==> src/rtl/timer_arbiter_pkg.sv <==
// Shared types and default sizes for the timer arbiter and its selector.
package timer_arbiter_pkg;

   localparam int NREQ_DEF  = 2;
   localparam int CNT_W_DEF = 32;

   typedef enum logic [1:0] {
      IDLE  = 2'd0,
      COUNT = 2'd1,
      DONE  = 2'd2
   } state_t;

endpackage

==> src/rtl/timer_arbiter_rr_pick.sv <==
// Round-robin selector: first set request at or above ptr, wrapping to 0.
module rr_pick
   import timer_arbiter_pkg::*;
#(
   parameter int NREQ = NREQ_DEF,
   localparam int IDX_W = $clog2(NREQ)
) (
   input  logic [NREQ-1:0]  req,
   input  logic [IDX_W-1:0] ptr,
   output logic [NREQ-1:0]  grant,
   output logic [IDX_W-1:0] idx
);

   logic             found;
   logic [IDX_W-1:0] cand;
   logic [IDX_W-1:0] idx_sel;

   // Scan from ptr upward with wrap; the first requester seen wins.
   always_comb begin
      found   = 1'b0;
      cand    = '0;
      idx_sel = '0;
      for (int i = 0; i < NREQ; i++) begin
         cand = IDX_W'((int'(ptr) + i) % NREQ);
         if (!found && req[cand]) begin
            found   = 1'b1;
            idx_sel = cand;
         end
      end
   end

   assign idx = idx_sel;

   // One-hot decode of the winning index; all zero when nobody requests.
   for (genvar gi = 0; gi < NREQ; gi++) begin : g_grant
      assign grant[gi] = found && (idx_sel == IDX_W'(gi));
   end

endmodule

==> src/rtl/timer_arbiter.sv <==
// Round-robin arbiter in front of one shared down-counter: a winning
// requester gets an ack pulse, then a done pulse exactly dly cycles later.
module timer_arbiter
   import timer_arbiter_pkg::*;
#(
   parameter int CNT_W = CNT_W_DEF,
   parameter int NREQ  = NREQ_DEF
) (
   input  logic                  clk_in,
   input  logic                  reset,
   input  logic [NREQ-1:0]       req,
   input  logic [NREQ*CNT_W-1:0] dly,
   input  logic                  cancel,
   output logic [NREQ-1:0]       ack,
   output logic [NREQ-1:0]       done,
   output logic                  busy
);

   localparam int IDX_W = $clog2(NREQ);

   state_t           state_q, state_d;
   logic [CNT_W-1:0] cnt_q, cnt_d;
   logic [IDX_W-1:0] owner_q, owner_d;
   logic [IDX_W-1:0] ptr_q, ptr_d;
   logic             hold_q, hold_d;
   logic [NREQ-1:0]  ack_q, ack_d;
   logic [NREQ-1:0]  done_q, done_d;
   logic             busy_q, busy_d;

   logic [NREQ-1:0]  owner_oh;
   logic [NREQ-1:0]  req_avail;
   logic [NREQ-1:0]  pick_grant;
   logic [IDX_W-1:0] pick_idx;
   logic [CNT_W-1:0] dly_pick;
   logic [IDX_W-1:0] owner_next;

   // hold_q marks that the last owner has kept its req high since its
   // grant; that owner is hidden from the selector until it lets go.
   assign owner_oh   = NREQ'(1) << owner_q;
   assign req_avail  = req & ~(hold_q ? owner_oh : '0);
   assign dly_pick   = dly[int'(pick_idx)*CNT_W +: CNT_W];
   assign owner_next = (owner_q == IDX_W'(NREQ-1)) ? '0 : owner_q + 1'b1;

   rr_pick #(
      .NREQ (NREQ)
   ) u_rr_pick (
      .req   (req_avail),
      .ptr   (ptr_q),
      .grant (pick_grant),
      .idx   (pick_idx)
   );

   // Next-state, counter and registered-output computation.
   always_comb begin
      state_d = state_q;
      cnt_d   = cnt_q;
      owner_d = owner_q;
      ptr_d   = ptr_q;
      hold_d  = hold_q && req[owner_q];
      ack_d   = '0;
      done_d  = '0;
      case (state_q)
         IDLE: begin
            if (|req_avail) begin
               state_d = COUNT;
               // A zero delay behaves as one cycle so done still follows ack.
               cnt_d   = (dly_pick == '0) ? CNT_W'(1) : dly_pick;
               owner_d = pick_idx;
               ack_d   = pick_grant;
               hold_d  = 1'b1;
            end
         end
         COUNT: begin
            // cancel outranks expiry, including the cnt==1 cycle.
            if (cancel) begin
               state_d = IDLE;
               ptr_d   = owner_next;
            end else if (cnt_q == CNT_W'(1)) begin
               state_d = DONE;
               cnt_d   = '0;
               done_d  = owner_oh;
            end else begin
               cnt_d = cnt_q - CNT_W'(1);
            end
         end
         DONE: begin
            state_d = IDLE;
            ptr_d   = owner_next;
         end
         default: begin
            state_d = IDLE;
         end
      endcase
      busy_d = (state_d != IDLE);
   end

   // State and output registers, cleared immediately by reset.
   always_ff @(posedge clk_in or posedge reset) begin
      if (reset) begin
         state_q <= IDLE;
         cnt_q   <= '0;
         owner_q <= '0;
         ptr_q   <= '0;
         hold_q  <= 1'b0;
         ack_q   <= '0;
         done_q  <= '0;
         busy_q  <= 1'b0;
      end else begin
         state_q <= state_d;
         cnt_q   <= cnt_d;
         owner_q <= owner_d;
         ptr_q   <= ptr_d;
         hold_q  <= hold_d;
         ack_q   <= ack_d;
         done_q  <= done_d;
         busy_q  <= busy_d;
      end
   end

   assign ack  = ack_q;
   assign done = done_q;
   assign busy = busy_q;

endmodule

==> config.mk <==
export PLATFORM = sky130hd
export DESIGN_NAME = timer_arbiter
export DESIGN_NICKNAME = d
export VERILOG_FILES = /design/src/rtl/timer_arbiter_pkg.sv /design/src/rtl/timer_arbiter_rr_pick.sv /design/src/rtl/timer_arbiter.sv
export SDC_FILE = /design/constraint.sdc
export NUM_CORES = 1
export LEC_CHECK = 0
export ABC_AREA = 1
export CAP_MARGIN = 20
export CORE_UTILIZATION = 53
export CTS_BUF_LIST = sky130_fd_sc_hd__clkbuf_8
export DETAILED_ROUTE_END_ITERATION = 16
export PLACE_DENSITY = 0.87
export SLEW_MARGIN = 15
export SYNTH_ARGS = -nofsm -noshare
export SYNTH_HDL_FRONTEND = slang
export SYNTH_HIERARCHICAL = 1
export SYNTH_SLANG_ARGS = --single-unit
==> constraint.sdc <==
create_clock -name clk_in -period 4.1 [get_ports clk_in]
set_input_delay 0.41 -clock clk_in [delete_from_list [all_inputs] [get_ports clk_in]]
set_output_delay 0.41 -clock clk_in [all_outputs]
set_load 0.02 [all_outputs]
# Yosys cells after proc, flatten, opt, wreduce, memory -nomap -nowiden

Index checks and enable logic that the tools add are counted.

Add/subtract/negate cells: 3
Multiply operators: 0
Divide/modulo/power cells: 0
$lt $le $gt $ge: 3
Equal/unequal tests: 6
Shifts and indexed selects: 2
Mux-type cells: 30
Bitwise gates (word level): 3
Reduce and logical (&&, ||, !) cells: 14

Operators by type and width:

| operator                                                   | count |
|---|---|
| 2-to-1 mux 32 bit                                          | 4 |
| one-hot mux 32 bit (2 select lines)                        | 1 |
| variable part select 64 x 7 -> 32 bit                      | 1 |
| == test 32 x 1 -> 1 bit, second input constant             | 1 |
| zero test 32 bit                                           | 1 |
| subtractor 32 x 1 -> 32 bit, second input constant         | 1 |
| 2-to-1 mux 2 bit                                           | 9 |
| 2-to-1 mux 1 bit                                           | 14 |
| less-than comparator 1 x 2 -> 1 bit, second input constant | 3 |
| inequality test 2 bit, second input constant               | 3 |
| nonzero test 2 bit                                         | 3 |
| logical AND 1 bit                                          | 4 |
| one-hot mux 2 bit (2 select lines)                         | 1 |
| AND reduction 2 bit                                        | 2 |
| AND reduction 3 bit                                        | 1 |
| adder 1 bit, second input constant                         | 2 |
| AND 2 bit                                                  | 1 |
| == test 2 x 1 -> 1 bit, second input constant              | 1 |
| == test 2 bit, second input constant                       | 1 |
| zero test 2 bit                                            | 1 |
| inverter 2 bit                                             | 1 |
| one-hot mux 1 bit (2 select lines)                         | 1 |
| OR reduction 2 bit                                         | 1 |
| << shifter 1 x 1 -> 2 bit, first input constant            | 1 |
| 2 further kinds                                            | 2 |

Register bits after elaboration: 42
Bits in latches: 0
RAM bits: 0
Bits in read-only memories: 0
Output and inout port bits: 5
Memories kept: 0

# Longest topological paths before layout

Depth after elaboration: 15
Gate-level depth with buffers: 18
Mapped depth without buffers: 16

# Modules after synthesis

The synthesis kept the hierarchy.

By module, submodules not included:

| module        | instances | cells each | area an instance (um^2) | sequential area each (um^2) |
|---|---|---|---|---|
| timer_arbiter | 1         | 647        | 3,791.1                 | 1,051.0 |
| rr_pick       | 1         | 5          | 28.8                    | 0.0 |

# Worst setup path after synthesis

No wires, ideal clock.

Path kind: register -> register
Start point: reg owner_q
End point: reg cnt_q[0]
Arrival: 1,839 ps
Required time: 4,023 ps
Path slack: 2,183 ps
Stages on the path, launching flop included: 18
Path buffers: 2
Cell sequence: dfrtp_1 > nand2_1 > inv_2 > nor2_2 > inv_1 > a21oi_1 > buf_6 > buf_2 > nand2_1 > o21ai_0 > nand2_1 > nor2_1 > nand2_1 > nor2_1 > nand2_1 > nand2_1 > nand2_1 > a21oi_1

Word-level cells in the longest chain between the ends: 15
Elaborated cells on any way between the ends: 21
Classes of those cells: eq/ne (1); shift (2); mux (11); bitwise (2); reduce/logical (5)

Ends and longest elaborated chain:

| item                                                | RTL line                    | RTL |
|---|---|---|
| from (decl)                                         | timer_arbiter.sv:23         | `logic [IDX_W-1:0] owner_q, owner_d;` |
| from (signal assigned)                              | timer_arbiter.sv:111        | `owner_q <= owner_d;` |
| << shifter 1 x 1 -> 2 bit *                         | timer_arbiter.sv:39         | `assign owner_oh = NREQ'(1) << owner_q;` |
| 2-to-1 mux 2 bit *                                  | timer_arbiter.sv:40         | `assign req_avail = req & ~(hold_q ? owner_oh : '0);` |
| inverter 2 bit *                                    | timer_arbiter.sv:40         |  |
| AND 2 bit *                                         | timer_arbiter.sv:40         |  |
| named net req_avail[1]                              | timer_arbiter.sv:31         | `logic [NREQ-1:0] req_avail;` |
| 2-to-1 mux 1 bit (not written as such) (2 in a row) | timer_arbiter_rr_pick.sv:25 | `if (!found && req[cand]) begin` |
| 2-to-1 mux 1 bit                                    | timer_arbiter_rr_pick.sv:25 |  |
| zero test 1 bit                                     | timer_arbiter_rr_pick.sv:25 |  |
| logical AND 1 bit                                   | timer_arbiter_rr_pick.sv:25 |  |
| 2-to-1 mux 1 bit *                                  | timer_arbiter_rr_pick.sv:25 |  |
| named net pick_idx                                  | timer_arbiter.sv:33         | `logic [IDX_W-1:0] pick_idx;` |
| variable part select 64 x 7 -> 32 bit *             | timer_arbiter.sv:41         | `assign dly_pick = dly[int'(pick_idx)*CNT_W +: CNT_W];` |
| zero test 32 bit                                    | timer_arbiter.sv:67         | `cnt_d = (dly_pick == '0) ? CNT_W'(1) : dly_pick;` |
| 2-to-1 mux 32 bit *                                 | timer_arbiter.sv:67         |  |
| 2-to-1 mux 32 bit *                                 | timer_arbiter.sv:64         | `if (\|req_avail) begin` |
| one-hot mux 32 bit (2 select lines) *               | timer_arbiter.sv:62         | `case (state_q)` |
| to (signal assigned)                                | timer_arbiter.sv:110        | `cnt_q <= cnt_d;` |
| to (decl)                                           | timer_arbiter.sv:22         | `logic [CNT_W-1:0] cnt_q, cnt_d;` |

The timed path passes the listed nets; every way through them passes the cells marked *. The select of a mux whose other input is x is not followed.
A chain may end at the register's enable or synchronous reset.

# Worst setup path in the final report

Start point: reg state_q[1]
End point: reg cnt_q[25]

Word-level cells in the longest chain between the ends: 3
Elaborated cells on any way between the ends: 7
Classes of those cells: eq/ne (3); mux (1); reduce/logical (3)

Ends and longest elaborated chain:

| item                                                                         | RTL line             | RTL |
|---|---|---|
| from (decl)                                                                  | timer_arbiter.sv:21  | `state_t state_q, state_d;` |
| from (signal assigned)                                                       | timer_arbiter.sv:109 | `state_q <= state_d;` |
| == test 2 x 1 -> 1 bit / zero test 2 bit (equally long branches)             | timer_arbiter.sv:62  |  |
| inequality test 2 bit (no line) / nonzero test 2 bit (equally long branches) | --                   |  |
| AND reduction 3 bit (no line)                                                | --                   |  |

Parallel ways exist; a longest one is shown, timed or not.

==> impl_metrics.toml <==
[floorplan]
die_area_sq_mm = 0.00755
die_y_microns = 86.9
fp.dieW_microns = 86.9
core_area_sq_mm = 0.00687
start_util_pct = 55.6
rows = 30
pin_count = 74

[synth]
post-synth-top-area-cell = "dfrtp_1"
syn-cell-area_sq_mm = 0.00382
syn_nets = 723
synthCells = 652
seq_area_frac_synth_pct = 27.5
synth_cell_types = 33
synth_edf_count = 0
ys_ff_latch = 42
yosys_warnings = 6
netlist_top_cells_area = "dfrtp_1 (28%), nand2_1 (23%), inv_1 (11%)"
async_flop_share_pct = 100
yosysTopAreaCellShare_pct = 27.5
ys.flop_type = "dfrtp_1"
synth_area_per_cell_sq_um = 5.86

[drt]
drt-initial-drc-count = 395
ant_nets = 0
routed_via_density = 5.07
wl_per_cell_microns = 12.3
drc = 0
first_pass_iters = 5
dr_total_vias = 4128
wirelength_microns = 10000

[finish]
final_cell_mix = "nand2_1 (239), inv_1 (108), nor2_1 (93)"
drive_above_1_share_pct = 7.66
synthToLayoutAreaGrowth_pct = 21.8
final_common_cell = "nand2_1"
nNetsFinal = 788
diodes = 0

[clock_network]
cts_tree = "yes"
clk_latency_ns = 0.31
clock-sinks = 42
numCtsBuffers = 5
path_clk_slew_ns = 0.10
post_cts_buffers = 0
ctsHoldBuffers = 0
cts.path.max_buffers = 2
ctsResizeCount = 0
cts_htree_levels = 2
root_buffer = "clkbuf_8"

[sta]
hold_viol = 0
min_period_ns = 2.45
worst_pin_slew_ns = 0.774
fin_skew_ns = 0.0115
drv_slew = 0
max-slew-margin-rel_pct = 48.2
rsz0062_at_grt = "no"
finalHoldWorstSlack_ns = 0.499
timing.setup.tns_ns = 0
finalSetupViolations = 0
max_clock_freq_mhz = 408
final.period_utilization_pct = 59.8

[grt]
grt_overflow = 0
antenna_found_initial = 0
grt_pass1_vias = 3551
track_usage_pct = 28.2
grt_pass1_wl_microns = 16600
grt_start_max_net_pins = 43

[pwr]
combPwrFrac_pct = 60.6
p_sw_w = 0.00149
vdd_drop_max_v = 0.000280
p_leak_nw = 2.51
switching_share_pct = 53.0
p_int_w = 0.00133
clkPwrFrac_pct = 10.5
pwr-share-seq_pct = 28.9
power_density_mw_per_mm2 = 606

[flow_run]
drv_cap = 0

[setup_path]
critical_path_class = "flip-flop to flip-flop"
arrival_ns = 2.64
crit_path_start_kind = "flip-flop"
cp_max_fo = 37
endpoint_kind = "flip-flop"
cp.required_ns = 4.29

[place]
gp_congestion = 0.898
post-dp-hpwl_microns = 7720
port_buffers = 73

[outcome]
outcome = "finished clean"

[hold_path]
hp-class = "flip-flop to flip-flop"
per-stage QoR:
step	cells	utilization (%)	power [W]	setup slack, ns	instance area (sq um)
2_1_floorplan	652	-	0.00212	2.18	3820
3_3_place_gp	806	66.4	0.00245	1.47	4560
3_5_place_dp	806	66.4	0.00250	1.36	4560
4_1_cts	814	67.7	0.00280	1.67	4650
5_1_grt	814	67.7	0.00309	1.37	4650
6_report	814	67.7	0.00282	1.65	4650
logic make-up after synthesis:
group,count (synthesis),share of synthesized area [%]
DFF,42,27.5
xor gates and xnor gates,13,2.98
buffers and inverters,134,15.2
AOI/OAI and AO/OA,48,7.99
and+or+nand+nor,413,45.6
adders and majority gates,2,0.655
synth_stat cells, drive strengths merged (3+ instances only):
cell and count:
o21ai 26, clkbuf 3, xor2 13, nand4 14, a21oi 13, a22oi 3, nand3 34, o21bai 4
buf 17, nand2 242, or2 3, inv 114, nor2 113, dfrtp 42
path summary, 6_finish.rpt:
path | depth (start not counted) | to | slack (ns) | startpoint
min | 2 | cnt_q[1] | 0.50 | cnt_q[1]
max | 8 | cnt_q[25] | 1.65 | state_q[1]
min reg2reg | 2 | cnt_q[1] | 0.50 | cnt_q[1]
min in group asynchronous | 3 | cnt_q[14] | 0.53 | reset
max reg2reg | 8 | cnt_q[25] | 1.65 | state_q[1]
max in group asynchronous | 3 | cnt_q[9] | 3.20 | reset
worst max-delay path: stages, from the launching register on:
cell and delay, ns:
dfrtp_1 0.43, nor2_4 0.10, buf_4 0.29, inv_2 0.25, o21ai_4 0.18, buf_4 0.37, inv_2 0.33, nor2_1 0.26
a21oi_1 0.09
routing by layer:
layer / share of wire, % / global-route usage, %
met1: 46 / 40.6
met2: 45 / 44.6
met3: 7.7 / 4.08
met4: 1.3 / 6.52
met5: 0 / 0
registers in the layout (all words and copies together) (netlist names):
signal / count
hold_q: 1
ack: 2
busy: 1
done: 2
cnt_q: 32
owner_q: 1
ptr_q: 1
state_q: 2
cell type report:
cell class                      count  area (sq um)
Inverter                          114           428
Tap cell                           96           120
Clock inverter                      3          26.3
Sequential cell                    42          1050
Clock buffer                        5          68.8
Timing Repair Buffer               78           768
Fill cell                         610          2220
Multi-Input combinational cell    476          2190
power by group through the flow:
stage	logic, W	registers [W]	clock network (W)
after floorplan	0.00134	0.000777	0
after global placement	0.00163	0.000812	0
after detailed placement	0.00168	0.000819	0
after CTS	0.00169	0.000811	0.000302
after global routing	0.00193	0.000843	0.000320
final	0.00171	0.000815	0.000296
Power figures use the tool's default switching activity.
